## src/rtl/marker_centroid_if.sv

```systemverilog
// Video-in / marker-out bundle for marker_centroid: pixel stream in, centroid result out.
interface marker_centroid_if;
   logic        de_in;
   logic        hsync_in;
   logic        vsync_in;
   logic [23:0] pixel_in;
   logic [31:0] x;
   logic [31:0] y;
   logic        valid;
   logic        found;
   logic        busy;

   modport master (
      output de_in, hsync_in, vsync_in, pixel_in,
      input  x, y, valid, found, busy
   );

   modport slave (
      input  de_in, hsync_in, vsync_in, pixel_in,
      output x, y, valid, found, busy
   );
endinterface

```

## src/rtl/marker_centroid.sv

```systemverilog
// Thresholds a video stream for a red marker, accumulates hit coordinates per frame and
// divides at frame end to produce the 1-based marker centroid.
module marker_centroid #(
   parameter logic [7:0]  R_MIN   = 8'd200,
   parameter logic [7:0]  G_MAX   = 8'd80,
   parameter logic [7:0]  B_MAX   = 8'd80,
   parameter logic [21:0] MIN_PIX = 22'd16
) (
   input logic               clk,
   input logic               rst,
   marker_centroid_if.slave  bus
);

   typedef enum logic [2:0] {
      StAcc,
      StDivX,
      StDivY,
      StDone,
      StRej
   } state_e;

   state_e      state_q, state_d;

   logic [10:0] x_pos_q, x_pos_d;
   logic [9:0]  y_pos_q, y_pos_d;
   logic        vsync_q;

   logic [31:0] sum_x_q, sum_x_d;
   logic [31:0] sum_y_q, sum_y_d;
   logic [21:0] cnt_q, cnt_d;

   logic [31:0] sum_y_snap_q, sum_y_snap_d;
   logic [21:0] div_q, div_d;
   logic [31:0] dq_q, dq_d;
   logic [21:0] rem_q, rem_d;
   logic [4:0]  bit_q, bit_d;
   logic [10:0] qx_q, qx_d;

   logic [31:0] x_q, x_d;
   logic [31:0] y_q, y_d;
   logic        valid_q, valid_d;
   logic        found_q, found_d;

   logic        pix_hit;
   logic        frame_end;
   logic        accept;

   logic [22:0] shifted;
   logic        take;
   logic [21:0] rem_next;
   logic [31:0] dq_next;

   assign pix_hit = bus.de_in
                    & (bus.pixel_in[23:16] >= R_MIN)
                    & (bus.pixel_in[15:8]  <= G_MAX)
                    & (bus.pixel_in[7:0]   <= B_MAX);

   assign frame_end = bus.vsync_in & ~vsync_q;

   // Raster position; hsync only counts as a line break once pixels were seen on the line.
   always_comb begin
      x_pos_d = x_pos_q;
      y_pos_d = y_pos_q;
      if (bus.vsync_in) begin
         x_pos_d = 11'd1;
         y_pos_d = 10'd1;
      end else if (bus.hsync_in && (x_pos_q != 11'd1)) begin
         x_pos_d = 11'd1;
         y_pos_d = y_pos_q + 10'd1;
      end else if (bus.de_in) begin
         x_pos_d = x_pos_q + 11'd1;
      end
   end

   // A hit in the frame-end cycle seeds the new frame rather than the snapshot.
   always_comb begin
      sum_x_d = sum_x_q;
      sum_y_d = sum_y_q;
      cnt_d   = cnt_q;
      if (frame_end) begin
         sum_x_d = pix_hit ? {21'd0, x_pos_q} : 32'd0;
         sum_y_d = pix_hit ? {22'd0, y_pos_q} : 32'd0;
         cnt_d   = pix_hit ? 22'd1 : 22'd0;
      end else if (pix_hit) begin
         sum_x_d = sum_x_q + {21'd0, x_pos_q};
         sum_y_d = sum_y_q + {22'd0, y_pos_q};
         cnt_d   = cnt_q + 22'd1;
      end
   end

   // One restoring-division step; the remainder always stays below the 22-bit divisor.
   always_comb begin
      shifted  = {rem_q, dq_q[31]};
      take     = (shifted >= {1'b0, div_q});
      rem_next = take ? (shifted[21:0] - div_q) : shifted[21:0];
      dq_next  = {dq_q[30:0], take};
   end

   always_comb begin
      state_d      = state_q;
      sum_y_snap_d = sum_y_snap_q;
      div_d        = div_q;
      dq_d         = dq_q;
      rem_d        = rem_q;
      bit_d        = bit_q;
      qx_d         = qx_q;
      x_d          = x_q;
      y_d          = y_q;
      valid_d      = 1'b0;
      found_d      = found_q;
      accept       = 1'b0;

      unique case (state_q)
         StAcc: begin
            accept = frame_end;
         end
         StDivX: begin
            dq_d  = dq_next;
            rem_d = rem_next;
            bit_d = bit_q + 5'd1;
            if (bit_q == 5'd31) begin
               qx_d    = dq_next[10:0];
               dq_d    = sum_y_snap_q;
               rem_d   = 22'd0;
               state_d = StDivY;
            end
         end
         StDivY: begin
            dq_d  = dq_next;
            rem_d = rem_next;
            bit_d = bit_q + 5'd1;
            if (bit_q == 5'd31) begin
               state_d = StDone;
            end
         end
         StDone: begin
            x_d     = {21'd0, qx_q};
            y_d     = {22'd0, dq_q[9:0]};
            found_d = 1'b1;
            valid_d = 1'b1;
            state_d = StAcc;
            accept  = frame_end;
         end
         StRej: begin
            found_d = 1'b0;
            valid_d = 1'b1;
            state_d = StAcc;
            accept  = frame_end;
         end
         default: begin
            state_d = StAcc;
         end
      endcase

      // Frame ends during a divide are dropped; otherwise the snapshot starts a new job.
      if (accept) begin
         sum_y_snap_d = sum_y_q;
         div_d        = cnt_q;
         dq_d         = sum_x_q;
         rem_d        = 22'd0;
         bit_d        = 5'd0;
         state_d      = (cnt_q < MIN_PIX) ? StRej : StDivX;
      end
   end

   always_ff @(posedge clk) begin
      if (rst) begin
         state_q      <= StAcc;
         x_pos_q      <= 11'd1;
         y_pos_q      <= 10'd1;
         vsync_q      <= 1'b0;
         sum_x_q      <= 32'd0;
         sum_y_q      <= 32'd0;
         cnt_q        <= 22'd0;
         sum_y_snap_q <= 32'd0;
         div_q        <= 22'd0;
         dq_q         <= 32'd0;
         rem_q        <= 22'd0;
         bit_q        <= 5'd0;
         qx_q         <= 11'd0;
         x_q          <= 32'd0;
         y_q          <= 32'd0;
         valid_q      <= 1'b0;
         found_q      <= 1'b0;
      end else begin
         state_q      <= state_d;
         x_pos_q      <= x_pos_d;
         y_pos_q      <= y_pos_d;
         vsync_q      <= bus.vsync_in;
         sum_x_q      <= sum_x_d;
         sum_y_q      <= sum_y_d;
         cnt_q        <= cnt_d;
         sum_y_snap_q <= sum_y_snap_d;
         div_q        <= div_d;
         dq_q         <= dq_d;
         rem_q        <= rem_d;
         bit_q        <= bit_d;
         qx_q         <= qx_d;
         x_q          <= x_d;
         y_q          <= y_d;
         valid_q      <= valid_d;
         found_q      <= found_d;
      end
   end

   assign bus.x     = x_q;
   assign bus.y     = y_q;
   assign bus.valid = valid_q;
   assign bus.found = found_q;
   assign bus.busy  = (state_q == StDivX) || (state_q == StDivY);

endmodule

```

## src/flat_wrapper.sv

```systemverilog
// flat-port wrapper written by rule: the top's interface ports become plain ports
module marker_centroid_flat 
#(
   parameter logic [7:0]  R_MIN   = 8'd200,
   parameter logic [7:0]  G_MAX   = 8'd80,
   parameter logic [7:0]  B_MAX   = 8'd80,
   parameter logic [21:0] MIN_PIX = 22'd16
)
  (clk, rst, bus_de_in, bus_hsync_in, bus_vsync_in, bus_pixel_in, bus_x, bus_y, bus_valid, bus_found, bus_busy);
  marker_centroid_if bus_i ();
  input logic clk;
  input logic rst;
  input wire logic [$bits(bus_i.de_in)-1:0] bus_de_in;
  input wire logic [$bits(bus_i.hsync_in)-1:0] bus_hsync_in;
  input wire logic [$bits(bus_i.vsync_in)-1:0] bus_vsync_in;
  input wire logic [$bits(bus_i.pixel_in)-1:0] bus_pixel_in;
  output wire logic [$bits(bus_i.x)-1:0] bus_x;
  output wire logic [$bits(bus_i.y)-1:0] bus_y;
  output wire logic [$bits(bus_i.valid)-1:0] bus_valid;
  output wire logic [$bits(bus_i.found)-1:0] bus_found;
  output wire logic [$bits(bus_i.busy)-1:0] bus_busy;
  assign bus_i.de_in = bus_de_in;
  assign bus_i.hsync_in = bus_hsync_in;
  assign bus_i.vsync_in = bus_vsync_in;
  assign bus_i.pixel_in = bus_pixel_in;
  assign bus_x = bus_i.x;
  assign bus_y = bus_i.y;
  assign bus_valid = bus_i.valid;
  assign bus_found = bus_i.found;
  assign bus_busy = bus_i.busy;
  marker_centroid #(.R_MIN(R_MIN), .G_MAX(G_MAX), .B_MAX(B_MAX), .MIN_PIX(MIN_PIX)) u_core (.clk(clk), .rst(rst), .bus(bus_i));
endmodule
```

## config.mk

```make
export PLATFORM = sky130hd
export DESIGN_NAME = marker_centroid_flat
export DESIGN_NICKNAME = d
export VERILOG_FILES = /design/src/rtl/marker_centroid_if.sv /design/src/rtl/marker_centroid.sv /design/src/flat_wrapper.sv
export SDC_FILE = /design/constraint.sdc
export NUM_CORES = 1
export LEC_CHECK = 0
export ABC_CLOCK_PERIOD_IN_PS = 2900
export BUFFER_PORTS_ARGS = -buffer_cell sky130_fd_sc_hd__buf_2
export CORE_MARGIN = 2
export CORE_UTILIZATION = 45
export DETAILED_ROUTE_END_ITERATION = 10
export PLACE_DENSITY = 0.62
export REMOVE_ABC_BUFFERS = 1
export SETUP_SLACK_MARGIN = 0.2
export SYNTH_ARGS = -nofsm -noshare
export SYNTH_HDL_FRONTEND = slang
export SYNTH_SLANG_ARGS = --single-unit
```

## constraint.sdc

```tcl
create_clock -name clk -period 2.9 [get_ports clk]
set_clock_uncertainty 0.15 [all_clocks]
set_input_delay 0.29 -clock clk [delete_from_list [all_inputs] [get_ports clk]]
set_output_delay 0.29 -clock clk [all_outputs]
set_load 0.01 [all_outputs]
```

Word level (Yosys, flattened, before mapping):

Index checks and enable logic that the tools add are counted.

* output and inout bits: 67
* input port bits: 29
* register bits after elaboration: 258
* word-level logic and storage cells: 81

* reductions and logical operators: 15
* $lt $le $gt $ge: 5
* bitwise operators: 5
* add/sub/neg operators: 7
* mux-type cells: 23
* eq/ne operators: 9

Operators with widths (number)
* $mux W32: 6
* $mux W22: 4
* $pmux W32 S2: 1
* $pmux W22 S2: 1
* $add A32 B10 Y32: 1
* $add A32 B11 Y32: 1
* $ge A23 B22 Y1: 1
* $add A22 B1 Y22 const B: 1
* $lt A22 B5 Y1 const B: 1
* $sub A22 B22 Y22: 1
* $le A8 B7 Y1 const B: 2
* $mux W3: 4
* $add A11 B1 Y11 const B: 1
* $mux W11: 1
* $ne A11 B1 Y1 const B: 1
* $add A10 B1 Y10 const B: 1
* $mux W10: 1
* $pmux W3 S3: 1
* $ge A8 B8 Y1 const B: 1
* $reduce_or A2 Y1: 4
* $eq A3 B2 Y1 const B: 2
* $ne A3 B1 Y1 const B: 2
* $reduce_bool A2 Y1: 3
* $reduce_or A3 Y1: 2
* 15 further kinds: 20

Logic depth before layout (Yosys ltp):

Gate-level depths: netlist of the first run.

* word-level depth: 6
* gate-level depth with buffers: 13
* mapped depth without buffers: 11

Worst setup path before layout of the first run:

Ideal clock, no wire load.

* path type: reg-to-reg
* start: register u_core.x_pos_q[0]
* end: register u_core.sum_x_q[20]
* clock period less this slack: 2.703 ns
* setup slack: 0.197 ns
* library setup time: 0.127 ns
* cell stages (with the launch flop): 13
* arrival time: 2.427 ns
* path buffers: 1
* data required time: 2.623 ns
* path through: dfxtp_1 ha_1 inv_1 fa_1 nor2b_1 o21ai_0 a21boi_0 o211ai_1 a21boi_0 buf_2 o2111ai_1 xnor2_1 nor2b_1

* longest elaborated chain between the ends: 3

RTL lines
* from (decl): line marker_centroid.sv:24 `logic [10:0] x_pos_q, x_pos_d;`
* from (signal assigned): line marker_centroid.sv:187 `x_pos_q <= x_pos_d;`
* $add A32 B11 Y32: line marker_centroid.sv:85 `sum_x_d = sum_x_q + {21'd0, x_pos_q};`
* $mux W32: line marker_centroid.sv:84 `end else if (pix_hit) begin`
* $mux W32: line marker_centroid.sv:80 `if (frame_end) begin`
* to (signal assigned): line marker_centroid.sv:190 `sum_x_q <= sum_x_d;`
* to (decl): line marker_centroid.sv:28 `logic [31:0] sum_x_q, sum_x_d;`

Every way passes these cells. The select of a mux whose other input is x is not followed.
A chain may end at the register's enable or synchronous reset.

Worst setup path after layout of the first run:

* start: register u_core.div_q[4]
* end: register u_core.rem_q[18]

* longest elaborated chain between the ends: 4
* elaborated cells on any way between the ends: 5
* classes of those cells: 1 x add/sub; 1 x order compare; 3 x mux

RTL lines
* from (decl): line marker_centroid.sv:33 `logic [21:0] div_q, div_d;`
* from (signal assigned): line marker_centroid.sv:194 `div_q <= div_d;`
* $sub A22 B22 Y22 or $ge A23 B22 Y1 (tied branches): line marker_centroid.sv:95, marker_centroid.sv:94
* $mux W22 *: line marker_centroid.sv:95 `rem_next = take ? (shifted[21:0] - div_q) : shifted[21:0];`
* $mux W22: line marker_centroid.sv:121 `if (bit_q == 5'd31) begin`
* $pmux W22 S2 *: line marker_centroid.sv:113 `unique case (state_q)`
* to (signal assigned): line marker_centroid.sv:196 `rem_q <= rem_d;`
* to (decl): line marker_centroid.sv:35 `logic [21:0] rem_q, rem_d;`

Mark *: on every way between the ends. The rest lies on a longest branch, timed or not.

==> impl_metrics.yaml, run 1 <==
route:
  ant_nets: 0
  wl_per_cell_um: 15.4
  drt_wl_total_um: 31900
  met1_length_um: 14400
  routed.top_layer: "met4"
  dr.pass1.iters: 5
  viasPerCell: 5.36
  wl_met3_um: 1570
  drc: 0
  drtIter0Drc: 617
  num_vias: 11100
  wl_met2_um: 15400
global_routing:
  grt_pass1_wl_um: 51700
  grt_usage: 0.202
  grt_max_degree: 64
  antenna_found_initial: 1
  grt_overflow: 0
  first_global_vias: 10500
timing:
  slew_viol_final: 0
  rsz0062_at_grt: "true"
  setup_violations: 0
  min_period_over_period: 0.927
  fmax_mhz: 372
  hold_viol_final: 0
  worst_pin_slew_ns: 0.965
  min_period_ns: 2.69
  setup_ws_ns: 0.211
  max_slew_margin: 0.354
logic_synthesis:
  ys_seq_area_frac: 0.395
  yosysMostFrequentCell: "nand2_1"
  synth_edf_count: 0
  ys.flop_type: "dfxtp_1"
  synth_area_mm2: 0.0131
  synth_cell_types: 67
  synthCells: 1615
  ys_ff_latch: 258
  synth-async-reset-ratio: 0
  syn_area_per_cell_um2: 8.09
  yosysTopAreaCell: "dfxtp_1"
  synth_area_leaders: "dfxtp_1, nand2_1, nor2_1"
  ys_warn_count: 0
  synth_common_cells: "nand2_1, dfxtp_1, nor2_1"
  synth.top_cell.area_share: 0.395
cts:
  clkSinkCount: 258
  cts-buffers-inserted: 29
  cts.clk_slew.worst_paths_ns: 0.06
  cts_max_level: 1
  clkLatencyLatePin_ns: 0.56
  cts_max_path_buffers: 3
  cts-root-buf: "clkbuf_16"
  cts_tree: "done"
floorplan:
  coreArea_mm2: 0.0286
  dieArea_mm2: 0.0304
  die_x_um: 174
  rows: 62
  start_util: 0.457
  die_h_um: 174
  io_pins: 96
placed_design:
  routabilityCongestion: 0.861
  dpl_worst_slack_ns: 0.0667
  place_hpwl_um: 21500
  portBuffers: 49
  postPlaceCellArea_mm2: 0.0137
power_and_ir_drop:
  leakage_nw: 5.87
  ir_worst_vdd_v: 0.000482
  powerDensity_mw_per_mm2: 499
setup_path:
  crit_type: "flip-flop to flip-flop"
  crit_arrival_ns: 3.00
  critPathRequiredTime_ns: 3.21
  path_cells: "inv_1 > ha_2 > nand4_1 > a21oi_2 > o211ai_1 > nand2_1 > a21oi_4 > o211a_1 > buf_8 > or3b_1 > o21ai_1"
  critPathMaxFanout: 19
  max_stage_delay_ns: 0.38
  start_kind: "flip-flop"
  cpMaxStageDelayCell: "ha_2"
  end_kind: "flip-flop"
  critPathBufInv: 2
  crit_family: "compound AO/OA/AOI/OAI gates"
final_layout:
  final_area_mm2: 0.0149
  nets: 1746
  n_fill_cell: 2770
  area_growth_pct: 14.3
  drive_gt1_frac: 0.125
job:
  cap_violations: 0
min_path:
  hp-class: "input pin to flip-flop"
outcome:
  status: "complete, no violations"
## timing repair
action                                  CTS  global route
cloned                                    1             3
endpoints found under the setup margin   30            57
endpoints found under the hold margin     4             0
buffers inserted                          3             4
pin swaps                                 5            16
gates resized for setup                  22            41
hold buffers                              2             0
## final cells by class
type                    count  area, µm²  share of cell area
flip-flops and latches    258       5170               0.346
diodes                      1       2.50            0.000167
clock inverters             6       61.3             0.00410
multi-input cells        1230       7490               0.501
well taps                 384        480              0.0322
inverters                  37        139             0.00930
clock buffers              44        852              0.0570
repair buffers            109        744              0.0498
## registers in the layout (all words and copies together), names as in the netlist
name                 cells
u_core.bit_q             5
u_core.bus.found         1
u_core.bus.valid         1
u_core.bus.x            11
u_core.bus.y            10
u_core.cnt_q            22
u_core.div_q            22
u_core.dq_q             32
u_core.qx_q             11
u_core.rem_q            22
u_core.state_q           3
u_core.sum_x_q          32
u_core.sum_y_q          32
u_core.sum_y_snap_q     32
u_core.vsync_q           1
u_core.x_pos_q          11
u_core.y_pos_q          10
## worst register-to-register path: cells and delay by family, from the launching register on
family	cells	cell delay, ns
AOI/OAI and AO/OA	5	0.82
and+or+nand+nor	3	0.72
adders and majority gates	1	0.38
DFF	1	0.32
buffers and inverters	2	0.22
## layout by cell type, fill, tap and decap left out, drive strengths merged, types with 8 or more instances in the layout
cell / instances
a221oi: 36
a21oi: 144
a211oi: 8
nor2: 201
nor3: 18
o21ai: 42
and3: 24
clkbuf: 44
nand3: 68
o211ai: 10
a32oi: 9
a21o: 18
xor2: 70
nand4: 24
xnor2: 42
buf: 107
nor4: 17
nand2: 261
conb: 43
mux2i: 35
nor2b: 10
ha: 49
a22oi: 11
inv: 38
dfxtp: 258
nand2b: 11
## where the power goes
group / leakage (nW) / switching, W / internal, W
logic: 3.34 / 0.000274 / 0.0000832
registers: 2.08 / 0.0000116 / 0.00355
clock network: 0.448 / 0.00144 / 0.00209
total: 5.87 / 0.00173 / 0.00573
## metrics by stage
step / setup TNS (ns) / cells / hold slack, ns / util / power, W
final: 0 / 2069 / 0.0962 / 0.522 / 0.00746
after global placement: 0 / 2005 / 0.288 / 0.477 / 0.00399
after CTS: 0 / 2061 / 0.0708 / 0.514 / 0.00755
after detailed placement: 0 / 2005 / 0.294 / 0.477 / 0.00400
after floorplan: -228.20 / 1523 / 0.209 / - / 0.00382
after global routing: 0 / 2068 / 0.124 / 0.522 / 0.00773
## worst paths after layout
| path | from | end | slack, ns | cells after the start |
|---|---|---|---|---|
| worst min register to register | u_core.sum_y_snap_q[0] | u_core.sum_y_snap_q[0] | 0.30 | 2 |
| worst max register to register | u_core.div_q[4] | u_core.rem_q[18] | 0.21 | 11 |
| worst min-delay path | rst | u_core.bus.found | 0.1 | 2 |
| worst max-delay path | u_core.div_q[4] | u_core.rem_q[18] | 0.21 | 11 |
## metal layers
layer | vias to the layer above | track usage
met5 | - | 0
met4 | 0 | 0.0504
met3 | 39 | 0.0276
met2 | 240 | 0.346
met1 | 5212 | 0.267
li1 | 5593 | -
## kinds of logic after synthesis
group                      synth area share
AOI/OAI and AO/OA                     0.152
DFF                                   0.395
buffers and inverters                0.0667
muxes                                0.0268
adders and majority gates            0.0515
and+or+nand+nor                       0.232
xor gates and xnor gates             0.0750
other                              0.000287
Note: power is estimated with default switching activity, not from simulation.
==> run 2, diff against run 1 <==
--- a/config.mk
+++ b/config.mk
@@ -7,10 +7,13 @@
 export LEC_CHECK = 0
 export ABC_CLOCK_PERIOD_IN_PS = 2900
 export BUFFER_PORTS_ARGS = -buffer_cell sky130_fd_sc_hd__buf_2
+export CELL_PAD_IN_SITES_DETAIL_PLACEMENT = 0
+export CELL_PAD_IN_SITES_GLOBAL_PLACEMENT = 1
 export CORE_MARGIN = 2
-export CORE_UTILIZATION = 45
+export CORE_UTILIZATION = 43
+export CTS_BUF_LIST = sky130_fd_sc_hd__clkbuf_2
 export DETAILED_ROUTE_END_ITERATION = 10
-export PLACE_DENSITY = 0.62
+export PLACE_DENSITY = 0.76
 export REMOVE_ABC_BUFFERS = 1
 export SETUP_SLACK_MARGIN = 0.2
 export SYNTH_ARGS = -nofsm -noshare
==> run 2 against run 1 <==
  * Count of clock-buffer cells in the layout grew 58
  * Sequential share of layout area rose by 0.38 points
  * Register-to-register slack gained 0.08 ns
  * Core utilization shrank 2.5 points
  * Final cell count is 3.9% higher
  * Sequential power about the same
  * Final area is 0.90% lower
  * Power decreased by 13%
  * Largest power group unchanged
==> impl_metrics.yaml, run 2 (synthesis gave the netlist of run 1 again) <==
outcome:
  status: "complete, no violations"
timing:
  setup_violations: 0
  max_slew_margin: 0.344
  fmax_mhz: 383
  min_period_ns: 2.61
  setup_ws_ns: 0.289
  hold_ws_ns: 0.105
  hold_viol_final: 0
  min_period_over_period: 0.900
  rsz0062_at_grt: "false"
  slew_viol_final: 0
  worst_pin_slew_ns: 0.981
  fin_tns_setup_ns: 0
cts:
  cts_max_path_buffers: 3
  cts.clk_slew.worst_paths_ns: 0.10
  cts-buffers-inserted: 71
  cts-root-buf: "clkbuf_2"
  cts_tree: "done"
  clkSinkCount: 258
  clkLatencyLatePin_ns: 0.85
  cts_max_level: 3
route:
  drt_wl_total_um: 31900
  viasPerCell: 5.21
  drc: 0
  drtIter0Drc: 622
  num_vias: 11200
  ant_nets: 0
  wl_per_cell_um: 14.8
  dr.pass1.iters: 5
min_path:
  worstHoldStart: "bus_pixel_in[15]"
  min_path_cells: 8
  hp-class: "input pin to flip-flop"
  worstHoldEndpoint: "u_core.sum_x_q[25]"
setup_path:
  r2r-start: "u_core.div_q[14]"
  r2r-end: "u_core.rem_q[18]"
  end_kind: "flip-flop"
  critPathMaxFanout: 12
  rr_worst_depth: 11
  start_kind: "flip-flop"
  crit_arrival_ns: 3.21
  r2r_slack_ns: 0.29
  critPathRequiredTime_ns: 3.50
  crit_type: "flip-flop to flip-flop"
floorplan:
  die_x_um: 178
  dieArea_mm2: 0.0318
  io_pins: 96
  coreArea_mm2: 0.0298
  start_util: 0.439
  rows: 63
  die_h_um: 178
final_layout:
  fin_cells: 2149
  final_cell_mix: "nand2_1, dfxtp_1, nor2_1"
  nets: 1796
  area_growth_pct: 13.3
  final_area_mm2: 0.0148
  drive_gt1_frac: 0.162
  final_common_cell: "nand2_1"
placed_design:
  place_hpwl_um: 21300
  portBuffers: 49
  postPlaceCellArea_mm2: 0.0136
  dpl_worst_slack_ns: -0.00272
  routabilityCongestion: 0.893
  placedCellCount: 2007
global_routing:
  grt_overflow: 0
  grt_max_degree: 67
  grt_usage: 0.197
  first_global_vias: 10500
  antenna_found_initial: 1
  grt_pass1_wl_um: 51400
power_and_ir_drop:
  ir_worst_vdd_v: 0.000209
  powerDensity_mw_per_mm2: 439
  leakage_nw: 5.93
job:
  cap_violations: 0
## run 2: cell types whose count changed in the layout (fill, tap and decap cells not counted), moves of 7 or more
cell,previous run,this run
clkinv_1,0,11
clkbuf_16,29,0
clkbuf_8,7,0
clkbuf_2,0,102
clkbuf_1,8,0
dlygate4sd3_1,2,12
## run 2: repair_timing
action / in CTS / in global routing
setup endpoints to repair: 21 / 56
pin swaps: 3 / 17
hold buffers: 12 / 0
hold endpoints to repair: 108 / 0
buffers inserted: 3 / 7
resized for setup: 17 / 52
cloned: 0 / 3
## run 2: worst max-delay path by stage
stage	from	endpoint	slack [ns]	depth (start not counted)
global route	u_core.sum_y_q[0]	u_core.sum_y_q[26]	0.17	12
detailed placement	u_core.sum_y_q[0]	u_core.sum_y_q[26]	-0.003	12
finish	u_core.div_q[14]	u_core.rem_q[18]	0.29	11
floorplan	u_core.state_q[0]	u_core.rem_q[21]	-2.66	5
global placement	u_core.dq_q[31]	u_core.rem_q[18]	0.12	11
CTS	u_core.dq_q[31]	u_core.rem_q[18]	0.21	11
## run 2: cell type report
| cell class | instances | area (µm²) |
|---|---|---|
| Clock inverter | 14 | 106 |
| Inverter | 37 | 143 |
| Sequential cell | 258 | 5180 |
| Clock buffer | 102 | 510 |
| Fill cell | 2970 | 15000 |
| Timing Repair Buffer | 118 | 840 |
| Multi-Input combinational cell | 1229 | 7540 |
| Tap cell | 390 | 488 |
| Antenna cell | 1 | 2.50 |
## run 2: per-stage QoR
step | utilization | power [W]
after floorplan | - | 0.00382
after global placement | 0.458 | 0.00399
after detailed placement | 0.458 | 0.00399
after CTS | 0.486 | 0.00662
after global routing | 0.497 | 0.00687
final | 0.497 | 0.00650
## run 2: where the power goes
part / total (W) / switching [W] / internal, W
clock network: 0.00258 / 0.00148 / 0.00110
logic: 0.000369 / 0.000278 / 0.0000914
registers: 0.00356 / 0.0000114 / 0.00355
## run 2: routing by layer
| metal | GRT usage | part of all wire | vias up |
|---|---|---|---|
| met5 | 0 | 0 | - |
| met2 | 0.310 | 0.46 | 199 |
| met4 | 0.0762 | 0.022 | 0 |
| li1 | - | - | 5727 |
| met3 | 0.0396 | 0.039 | 58 |
| met1 | 0.267 | 0.48 | 5222 |
## run 2: critical path: stages (launching register included)
cell	delay, ns
dfxtp_1	0.34
inv_1	0.06
ha_2	0.37
and4_1	0.21
and2_1	0.13
o211ai_1	0.14
nand2_2	0.13
a21oi_4	0.07
o211a_1	0.25
buf_6	0.16
or3b_1	0.37
o21ai_1	0.11
